===== src/rtl/flag_branch_ctrl_pkg.sv =====
// -----------------------------------------------------------------------------
// cpu_ctrl_pkg
// Shared types and constants for the ID-stage branch-resolution controller.
//   br_type_t   : branch type carried in ID (none / B / CBZ / B.cond)
//   cond_t      : the 16 ARM condition codes
//   FLAG_*      : bit positions of N, Z, C, V inside a 4-bit NZCV vector
//   fsm_state_t : CBZ sequencing states
// -----------------------------------------------------------------------------
package cpu_ctrl_pkg;

  typedef enum logic [1:0] {
    BR_NONE = 2'b00,
    BR_B    = 2'b01,
    BR_CBZ  = 2'b10,
    BR_COND = 2'b11
  } br_type_t;

  typedef enum logic [3:0] {
    COND_EQ = 4'b0000,
    COND_NE = 4'b0001,
    COND_HS = 4'b0010,
    COND_LO = 4'b0011,
    COND_MI = 4'b0100,
    COND_PL = 4'b0101,
    COND_VS = 4'b0110,
    COND_VC = 4'b0111,
    COND_HI = 4'b1000,
    COND_LS = 4'b1001,
    COND_GE = 4'b1010,
    COND_LT = 4'b1011,
    COND_GT = 4'b1100,
    COND_LE = 4'b1101,
    COND_AL = 4'b1110,
    COND_NV = 4'b1111
  } cond_t;

  localparam int FLAG_N = 3;
  localparam int FLAG_Z = 2;
  localparam int FLAG_C = 1;
  localparam int FLAG_V = 0;

  typedef enum logic {
    ST_RUN  = 1'b0,
    ST_WAIT = 1'b1
  } fsm_state_t;

endpackage


===== src/rtl/flag_branch_ctrl_if.sv =====
// -----------------------------------------------------------------------------
// flag_branch_ctrl_if
// Signal bundle between the ID/EX pipeline and the branch controller.
//   master : pipeline side, drives EX flags and ID branch info, receives
//            stall / br_taken / flush and the debug state
//   slave  : controller side (flag_branch_ctrl)
// Parameter CNT_W sets the taken-branch counter width.
// -----------------------------------------------------------------------------
interface flag_branch_ctrl_if #(
  parameter int CNT_W = 16
) ();

  logic             ex_set_flags;
  logic [3:0]       ex_flags;
  logic [1:0]       id_br_type;
  logic [3:0]       id_cond;
  logic             id_cbz_zero;
  logic             id_cbz_pending;
  logic             stall;
  logic             br_taken;
  logic             flush;
  logic [3:0]       flags;
  logic [CNT_W-1:0] taken_cnt;
  logic             stall_err;

  modport master (
    output ex_set_flags, ex_flags, id_br_type, id_cond, id_cbz_zero, id_cbz_pending,
    input  stall, br_taken, flush, flags, taken_cnt, stall_err
  );

  modport slave (
    input  ex_set_flags, ex_flags, id_br_type, id_cond, id_cbz_zero, id_cbz_pending,
    output stall, br_taken, flush, flags, taken_cnt, stall_err
  );

endinterface


===== src/rtl/flag_branch_ctrl_cond_eval.sv =====
// -----------------------------------------------------------------------------
// cond_eval
// Combinational ARM condition-code evaluator.
//   cond : 4-bit condition code (EQ..AL, 1111 = never)
//   nzcv : flags {N,Z,C,V}
//   pass : 1 when the condition holds
// -----------------------------------------------------------------------------
module cond_eval
  import cpu_ctrl_pkg::*;
(
  input  logic [3:0] cond,
  input  logic [3:0] nzcv,
  output logic       pass
);

  logic n, z, c, v;
  logic base;

  assign n = nzcv[FLAG_N];
  assign z = nzcv[FLAG_Z];
  assign c = nzcv[FLAG_C];
  assign v = nzcv[FLAG_V];

  // The upper three bits pick a base test; each odd code is the complement
  // of the even code below it. That also makes 1111 the complement of AL,
  // i.e. "never".
  always_comb begin
    base = 1'b0;
    case (cond[3:1])
      3'd0:    base = z;                  // EQ / NE
      3'd1:    base = c;                  // HS / LO
      3'd2:    base = n;                  // MI / PL
      3'd3:    base = v;                  // VS / VC
      3'd4:    base = c & ~z;             // HI / LS
      3'd5:    base = (n == v);           // GE / LT
      3'd6:    base = ~z & (n == v);      // GT / LE
      3'd7:    base = 1'b1;               // AL / never
      default: base = 1'b0;
    endcase
  end

  assign pass = base ^ cond[0];

endmodule


===== src/rtl/flag_branch_ctrl.sv =====
// -----------------------------------------------------------------------------
// flag_branch_ctrl
// ID-stage branch-resolution controller.
//   - Holds the architectural NZCV register, loaded from EX on flag-setting ops.
//   - Evaluates B.cond on forwarded EX flags when EX writes flags this cycle.
//   - Stalls CBZ while its operand is still in flight (RUN/WAIT FSM), and
//     raises a sticky stall_err when the wait reaches MAX_STALL cycles.
//   - Counts taken branches (wrapping) for debug.
// Ports:
//   clk   : system clock, rising edge
//   reset : asynchronous, active-high reset
//   bus   : flag_branch_ctrl_if.slave (EX flags, ID branch info, stall /
//           br_taken / flush decision, flags, taken_cnt, stall_err)
// -----------------------------------------------------------------------------
module flag_branch_ctrl
  import cpu_ctrl_pkg::*;
#(
  parameter int MAX_STALL = 2,
  parameter int CNT_W     = 16
) (
  input  logic                clk,
  input  logic                reset,
  flag_branch_ctrl_if.slave   bus
);

  localparam int SW = $clog2(MAX_STALL + 1);

  fsm_state_t       state_reg, state_next;
  logic [SW-1:0]    scnt_reg, scnt_next;
  logic [3:0]       flags_reg;
  logic [CNT_W-1:0] taken_cnt_reg;
  logic             stall_err_reg;

  br_type_t         br_type;
  logic [3:0]       eff_flags;
  logic             cond_pass;
  logic             cbz_wait;
  logic             stall_int;
  logic             taken_int;
  logic             err_set;

  assign br_type   = br_type_t'(bus.id_br_type);

  // A flag-setting op in EX is forwarded straight into this cycle's B.cond.
  assign eff_flags = bus.ex_set_flags ? bus.ex_flags : flags_reg;
  assign cbz_wait  = (br_type == BR_CBZ) && bus.id_cbz_pending;

  cond_eval u_cond_eval (
    .cond (bus.id_cond),
    .nzcv (eff_flags),
    .pass (cond_pass)
  );

  // Next-state, stall and branch decision.
  always_comb begin
    state_next = state_reg;
    scnt_next  = scnt_reg;
    err_set    = 1'b0;
    stall_int  = 1'b0;
    taken_int  = 1'b0;

    case (state_reg)
      ST_RUN: begin
        if (cbz_wait) begin
          stall_int  = 1'b1;
          state_next = ST_WAIT;
          scnt_next  = '0;
        end
      end
      ST_WAIT: begin
        if (cbz_wait) begin
          stall_int = 1'b1;
          // Saturate so the counter cannot wrap while the error is held.
          if (scnt_reg < SW'(MAX_STALL)) begin
            scnt_next = scnt_reg + 1'b1;
          end
          // This WAIT cycle brings the count to MAX_STALL (or beyond).
          if (scnt_reg >= SW'(MAX_STALL - 1)) begin
            err_set = 1'b1;
          end
        end else begin
          // Operand arrived, or ID now holds something other than CBZ.
          state_next = ST_RUN;
          scnt_next  = '0;
        end
      end
      default: begin
        state_next = ST_RUN;
        scnt_next  = '0;
      end
    endcase

    if (!stall_int) begin
      case (br_type)
        BR_B:    taken_int = 1'b1;
        BR_COND: taken_int = cond_pass;
        BR_CBZ:  taken_int = bus.id_cbz_zero;
        default: taken_int = 1'b0;
      endcase
    end
  end

  always_ff @(posedge clk or posedge reset) begin
    if (reset) begin
      state_reg     <= ST_RUN;
      scnt_reg      <= '0;
      flags_reg     <= 4'b0000;
      taken_cnt_reg <= '0;
      stall_err_reg <= 1'b0;
    end else begin
      state_reg <= state_next;
      scnt_reg  <= scnt_next;
      if (bus.ex_set_flags) begin
        flags_reg <= bus.ex_flags;
      end
      if (taken_int) begin
        taken_cnt_reg <= taken_cnt_reg + 1'b1;
      end
      if (err_set) begin
        stall_err_reg <= 1'b1;
      end
    end
  end

  assign bus.stall     = stall_int;
  assign bus.br_taken  = taken_int;
  assign bus.flush     = taken_int;
  assign bus.flags     = flags_reg;
  assign bus.taken_cnt = taken_cnt_reg;
  assign bus.stall_err = stall_err_reg;

endmodule


===== src/flat_wrapper.sv =====
// flat-port wrapper written by rule: the top's interface ports become plain ports
module flag_branch_ctrl_flat import cpu_ctrl_pkg::*;
#(
  parameter int MAX_STALL = 2,
  parameter int CNT_W     = 16
)
  (clk, reset, bus_ex_set_flags, bus_ex_flags, bus_id_br_type, bus_id_cond, bus_id_cbz_zero, bus_id_cbz_pending, bus_stall, bus_br_taken, bus_flush, bus_flags, bus_taken_cnt, bus_stall_err);
  flag_branch_ctrl_if #(.CNT_W(CNT_W)) bus_i ();
  input  logic clk;
  input  logic reset;
  input wire logic [$bits(bus_i.ex_set_flags)-1:0] bus_ex_set_flags;
  input wire logic [$bits(bus_i.ex_flags)-1:0] bus_ex_flags;
  input wire logic [$bits(bus_i.id_br_type)-1:0] bus_id_br_type;
  input wire logic [$bits(bus_i.id_cond)-1:0] bus_id_cond;
  input wire logic [$bits(bus_i.id_cbz_zero)-1:0] bus_id_cbz_zero;
  input wire logic [$bits(bus_i.id_cbz_pending)-1:0] bus_id_cbz_pending;
  output wire logic [$bits(bus_i.stall)-1:0] bus_stall;
  output wire logic [$bits(bus_i.br_taken)-1:0] bus_br_taken;
  output wire logic [$bits(bus_i.flush)-1:0] bus_flush;
  output wire logic [$bits(bus_i.flags)-1:0] bus_flags;
  output wire logic [$bits(bus_i.taken_cnt)-1:0] bus_taken_cnt;
  output wire logic [$bits(bus_i.stall_err)-1:0] bus_stall_err;
  assign bus_i.ex_set_flags = bus_ex_set_flags;
  assign bus_i.ex_flags = bus_ex_flags;
  assign bus_i.id_br_type = bus_id_br_type;
  assign bus_i.id_cond = bus_id_cond;
  assign bus_i.id_cbz_zero = bus_id_cbz_zero;
  assign bus_i.id_cbz_pending = bus_id_cbz_pending;
  assign bus_stall = bus_i.stall;
  assign bus_br_taken = bus_i.br_taken;
  assign bus_flush = bus_i.flush;
  assign bus_flags = bus_i.flags;
  assign bus_taken_cnt = bus_i.taken_cnt;
  assign bus_stall_err = bus_i.stall_err;
  flag_branch_ctrl #(.MAX_STALL(MAX_STALL), .CNT_W(CNT_W)) u_core (.clk(clk), .reset(reset), .bus(bus_i));
endmodule

===== config.mk =====
export PLATFORM = sky130hd
export DESIGN_NAME = flag_branch_ctrl_flat
export DESIGN_NICKNAME = d
export VERILOG_FILES = /design/src/rtl/flag_branch_ctrl_pkg.sv /design/src/rtl/flag_branch_ctrl_if.sv /design/src/rtl/flag_branch_ctrl_cond_eval.sv /design/src/rtl/flag_branch_ctrl.sv /design/src/flat_wrapper.sv
export SDC_FILE = /design/constraint.sdc
export NUM_CORES = 1
export LEC_CHECK = 0
export CELL_PAD_IN_SITES_DETAIL_PLACEMENT = 2
export CELL_PAD_IN_SITES_GLOBAL_PLACEMENT = 2
export CORE_ASPECT_RATIO = 0.8
export CORE_MARGIN = 4
export CORE_UTILIZATION = 29
export CTS_BUF_LIST = sky130_fd_sc_hd__clkbuf_8
export DETAILED_ROUTE_END_ITERATION = 12
export GPL_TIMING_DRIVEN = 0
export PLACE_DENSITY = 0.92
export SYNTH_ARGS = -nofsm -noshare
export SYNTH_HDL_FRONTEND = slang
export SYNTH_HIERARCHICAL = 1
export SYNTH_SLANG_ARGS = --single-unit
export TNS_END_PERCENT = 5

===== constraint.sdc =====
create_clock -name clk -period 4.5 [get_ports clk]
set_input_delay 1.35 -clock clk [delete_from_list [all_inputs] [get_ports clk]]
set_output_delay 1.35 -clock clk [all_outputs]
set_load 0.01 [all_outputs]

### Yosys cells after proc, flatten, opt, wreduce, memory -nomap -nowiden

Index checks and enable logic that the tools add are counted.
Widths: inputs -> output; s select.

| storage, ports and cells | value |
|---|---|
| register bits | 24 |
| bits of input ports | 15 |
| output and inout port bits | 24 |
| word-level logic and storage cells | 42 |

| cells by class | value |
|---|---|
| add/sub/neg operators | 2 |
| magnitude comparators | 2 |
| eq/ne operators | 13 |
| multiplexer cells | 12 |
| bitwise gates (word level) | 5 |
| reduce and logical (&&, ||, !) cells | 3 |

Operator list:

| kind | count |
|---|---|
| $add 16x1->16 const B | 1 |
| $eq 3x3->1 const B | 4 |
| $pmux 1 s8 | 1 |
| $eq 3x2->1 const B | 2 |
| $mux 2 | 3 |
| $mux 1 | 5 |
| $eq 2x2->1 const B | 2 |
| $mux 4 | 1 |
| $pmux 2 s2 | 1 |
| $eq 3x1->1 const B | 1 |
| $logic_not 3->1 | 1 |
| $ne 3x3->1 const B | 1 |
| $pmux 1 s3 | 1 |
| $add 2x1->2 const B | 1 |
| $and 1x1->1 | 2 |
| $eq 2x1->1 const B | 1 |
| $ge 2x1->1 const B | 1 |
| $lt 2x2->1 const B | 1 |
| $ne 2x1->1 const B | 1 |
| $not 1->1 | 2 |
| $reduce_and 2->1 | 1 |
| $eq 1x1->1 | 1 |
| $logic_and 1x1->1 | 1 |
| $xor 1x1->1 | 1 |

### Depth between registers and ports, before layout

| logic depth | value |
|---|---|
| depth in word-level cells | 7 |
| depth in mapped cells | 11 |
| mapped depth without buffers | 10 |

### By module

Netlist, hierarchy kept.

Modules (own cells, without submodules):

| module | times used | cells an instance | area an instance (um^2) | sequential area each (um^2) |
|---|---|---|---|---|
| flag_branch_ctrl | 1 | 87 | 1059.8 | 600.6 |
| cond_eval | 1 | 13 | 86.3 | 0.0 |

### Least setup slack after synthesis

No wires, ideal clock.

| timing path | value |
|---|---|
| path kind | input-to-output |
| start point | input bus_ex_set_flags |
| end point | output bus_flush |
| arrival time | 2.909 ns |
| slack | 0.241 ns |
| stages on the path | 10 |
| path buffers | 2 |
| path through | mux2_2 > xor2_1 > mux2i_1 > o21ai_1 > o21ai_1 > xor2_1 > nand3b_1 > o21a_1 > buf_2 > buf_4 |

| on the way | value |
|---|---|
| longest elaborated chain between the ends | 7 |
| elaborated cells on any way between the ends | 9 |
| classes of those cells | eq/ne: 1; mux: 4; bitwise: 4 |

Ends and longest elaborated chain:

| element | line | text |
|---|---|---|
| start: declaration | flat_wrapper.sv:11 | `input wire logic [$bits(bus_i.ex_set_flags)-1:0] bus_ex_set_flags;` |
| $mux 4 * | - |  |
| $eq 1x1->1 or $not 1->1 (tied branches) | flag_branch_ctrl_cond_eval.sv:35, flag_branch_ctrl_cond_eval.sv:36, flag_branch_ctrl_cond_eval.sv:34 |  |
| $and 1x1->1 (on tied branches) | flag_branch_ctrl_cond_eval.sv:36, flag_branch_ctrl_cond_eval.sv:34 |  |
| $pmux 1 s8 * | flag_branch_ctrl_cond_eval.sv:29 | `case (cond[3:1])` |
| $xor 1x1->1 * | flag_branch_ctrl_cond_eval.sv:42 | `assign pass = base ^ cond[0];` |
| named net u_core.cond_pass | flag_branch_ctrl.sv:36 | `logic cond_pass;` |
| $pmux 1 s3 * | flag_branch_ctrl.sv:94 | `case (br_type)` |
| $mux 1 * | flag_branch_ctrl.sv:93 | `if (!stall_int) begin` |
| end: declaration | flat_wrapper.sv:19 | `output wire logic [$bits(bus_i.flush)-1:0] bus_flush;` |

The timed path passes the listed nets; every way through them passes the cells marked *.

### Worst setup path after layout

| timing path | value |
|---|---|
| start point | input bus_ex_set_flags |
| end point | output bus_flush |

| on the way | value |
|---|---|
| longest elaborated chain between the ends | 7 |
| elaborated cells on any way between the ends | 9 |
| classes of those cells | eq/ne: 1; mux: 4; bitwise: 4 |

Ends and longest elaborated chain:

| element | line | text |
|---|---|---|
| $mux 4 * | - |  |
| named net u_core.eff_flags[3] | flag_branch_ctrl.sv:35 | `logic [3:0] eff_flags;` |
| $eq 1x1->1 | flag_branch_ctrl_cond_eval.sv:35, flag_branch_ctrl_cond_eval.sv:36 |  |
| $and 1x1->1 | flag_branch_ctrl_cond_eval.sv:36 | `3'd6: base = ~z & (n == v);` |
| $pmux 1 s8 * | flag_branch_ctrl_cond_eval.sv:29 |  |
| $xor 1x1->1 * | flag_branch_ctrl_cond_eval.sv:42 |  |
| named net u_core.cond_pass | flag_branch_ctrl.sv:36 |  |
| $pmux 1 s3 * | flag_branch_ctrl.sv:94 |  |
| $mux 1 * | flag_branch_ctrl.sv:93 |  |

Marks and branches as above.

==> summary.md <==
| Metric | Value |
|---|---|
| Status | finished, violations left |
| Failing checks | setup timing |
| Max incr delay on CP | 0.34 ns |
| Vias in the first global route | 1186 |
| Rows | 20 |
| Crit path launch type | input port |
| Setup Viol. Count Final | 2 |
| Tcrit/Tclk final | 102.9% |
| CTS sink count | 24 |
| Routed Antenna Nets | 0 |
| Post-synthesis sequential area ratio | 52.40% |
| Flip-flop count of the largest register after layout | 16 |
| NumNets Final | 180 |
| Reg2Reg Capture Point | u_core/bus.taken_cnt[15]$_DFFE_PP0P_ |
| Most common cell after layout, fill and taps aside | clkdlybuf4s50_1 |
| Layout cells sized above 1 | 26.54% |
| Vias per inst | 4.779 |
| Post-DP HPWL | 2567 um |
| DRT Wirelength | 4663 um |
| Starting Density | 30.13% |
| CP endpoint kind | output pin |
| Most frequent cells in the layout | clkdlybuf4s50_1 (29), dfrtp_1 (24), xnor2_1 (14) |
| Hold path cells | 1 |
| TritonCTS clock tree | yes |
| Initial antenna violation count | 0 |
| I/O pins | 39 |
| Worst Max-Slew Pin Slew | 0.9761 ns |
| Hold Path Sink | u_core/bus.stall_err$_DFFE_PP0P_ |
| Worst-Skew Late Latency | 0.28 ns |
| Routed wire per std cell | 21.49 um |
| Post-synthesis net count | 117 |
| Mapped cell area | 0.001146 mm2 |
| Crit Path Max Fanout | 4 |
| Gpl congestion | 0.7172 |
| Arrival time at the worst endpoint | 3.28 ns |
| Setup WS post-layout | -0.1289 ns |
| Hold Vio Cnt, Final | 0 |
| Power Density | 381.8 mW/mm2 |
| Worst min-delay path class | reg2reg |
| Unrepaired setup endpoints after global routing | true |
| P&R area growth vs syn | 63.76% |
| Mapped Avg Cell Area | 11.46 um2 |
| Min cycle time layout | 4.629 ns |
| Worst Path Required | 3.15 ns |
| Clk buf depth | 2 |
| Remaining Overflow, GRT | 0 |
| Fin. max-slew vios | 0 |
| Final TNS setup | -0.2059 ns |
| Largest net degree at the start of global routing | 25 |
| CP Class | in2out |
| Fill count | 390 |
| Final setup skew | 0.009837 ns |
| Critical-path cell list | buf_8 > mux2_4 > xor2_4 > a21oi_2 > nor2_1 > o21ai_1 > xor2_1 > nand3b_1 > o21a_1 > buf_6 > buf_6 > buf_6 |
| FF-to-FF setup slack | 0.89 ns |
| Yosys Warn Count | 6 |
| Num CTS Buffers | 3 |
| Overall die height | 64.23 um |
| Max Clock Freq | 216.0 MHz |
| Vias | 1037 |
| First-pass GRT wire length | 7038 um |
| 1st-pass router iterations | 4 |
| Clock root buffer | clkbuf_8 |
| Cell count after synthesis | 100 |
| CP max-delay cell | mux2_4 |
| Netlist cell types | 28 |
| Overall global routing resource usage | 18.94% |
| Htree depth | 1 |
| #FFs+latches synth | 24 |
| Initial DRC count | 49 |
| Min-delay src | u_core/bus.stall_err$_DFFE_PP0P_ |
| R2r startpoint | u_core/bus.flags[3]$_DFF_PP0_ |
| Worst VDD drop | 0.1859 mV |
| Max-cap violations | 0 |
| PortBufs | 38 |
| Clk pin slew, worst setup/hold paths | 0.10 ns |
| Drt drc | 0 |
| Cts hold-fix bufs | 0 |
| Area of the core | 0.003804 mm2 |
| Pre-CTS WS | -1.220 ns |
| LEAKAGE | 0.8457 nW |
| Die area | 0.005028 mm2 |
| Slew Limit Headroom | 34.85% |
| R2R depth | 22 |
| # diodes | 0 |
| DIE WIDTH | 78.29 um |
| Most frequent cell on the critical path | buf_6 |
layout make-up:
cell class,count,area (um2),share of cell area [%]
Tap cell,55,68.82,3.667
Clock buffer,4,55.05,2.933
Multi-Input combinational cell,68,549.3,29.27
Inverter,5,18.77,1.000
Sequential cell,24,600.6,32.00
Timing Repair Buffer,58,554.3,29.53
Buffer,3,30.03,1.600
how the worst max path moves through the flow:
| stage | start | endpoint | slack [ns] | depth (start not counted) |
|---|---|---|---|---|
| after global placement | bus_ex_set_flags | bus_flush | -0.99 | 12 |
| after CTS | bus_ex_set_flags | bus_flush | -0.04 | 12 |
| after global routing | bus_ex_set_flags | bus_flush | -0.24 | 12 |
| final | bus_ex_set_flags | bus_flush | -0.13 | 12 |
| after floorplan | bus_ex_set_flags | bus_flush | 0.24 | 10 |
| after detailed placement | bus_ex_set_flags | bus_flush | -1.22 | 12 |
per-layer routing:
layer / track usage (%) / up-vias / routed length, um
li1: - / 472 / -
met4: 4.803 / 0 / 128
met1: 21.19 / 521 / 1893
met3: 4.366 / 11 / 191
met5: 0 / - / 0
met2: 36.00 / 33 / 2449
synth_stat cells, drive strengths merged:
library cell  instances  area (um2)
mux2i                 2       20.02
ha                    2       25.02
o2111a                1       11.26
inv                   5       18.77
nor2                  2       7.510
o31ai                 1       7.510
dfrtp                24       600.6
and3b                 2       17.52
o21ai                 4       20.01
nand4                 7       43.79
mux2                  5       56.30
and2                  2       12.51
and3                  2       12.51
nor3                  1       10.01
nand3                 5       25.02
and4                  3       28.78
a21o                  1       7.510
o21a                  1       7.510
buf                   3       20.01
nand3b                1       7.510
nand2                 6       22.52
xor2                  3       26.28
xnor2                14       122.6
a21oi                 3       15.01
repair_timing:
action                                  CTS  global route
buffers inserted                         19             2
endpoints found under the hold margin     0             0
gates resized for setup                  38            12
endpoints found under the setup margin    2             9
pin swaps                                 6             6
through the flow:
step                      hold WS (ns)  instance area [um2]  cells  total power (W)  utilization, %
after floorplan                 0.4932                 1146    100        0.0003860               -
after global placement          0.4414                 1595    193        0.0004950           41.94
after detailed placement        0.4827                 1595    193        0.0005147           41.94
after CTS                       0.5005                 1817    216        0.0006893           47.76
after global routing            0.5281                 1877    217        0.0007500           49.34
final                           0.4967                 1877    217        0.0007165           49.34
cell families (layout without fill, tap and decap cells):
kind of cell / count (synthesis) / in the layout / share of synthesized area, %
compound gates: 11 / 11 / 6.004
xor+xnor: 17 / 17 / 12.99
buf+inv: 8 / 70 / 3.384
mux: 7 / 7 / 6.659
simple gates: 31 / 31 / 16.38
fa+ha+maj: 2 / 2 / 2.183
flops: 24 / 24 / 52.40
power breakdown:
| group | total [W] | switching (W) | leakage (nW) | internal [W] |
|---|---|---|---|---|
| logic | 0.000261 | 0.000117 | 0.504 | 0.000144 |
| registers | 0.000302 | 0.0000510 | 0.313 | 0.000251 |
| clock network | 0.000153 | 0.0000750 | 0.0288 | 0.0000783 |
critical path: cells and delay by family:
kind | cells | cell delay (ns)
xor gates and xnor gates | 2 | 0.29
and+or+nand+nor | 2 | 0.31
AOI/OAI and AO/OA | 3 | 0.54
buffers and inverters | 4 | 0.44
muxes | 1 | 0.34
No activity file was read; power rests on OpenSTA's default activity.
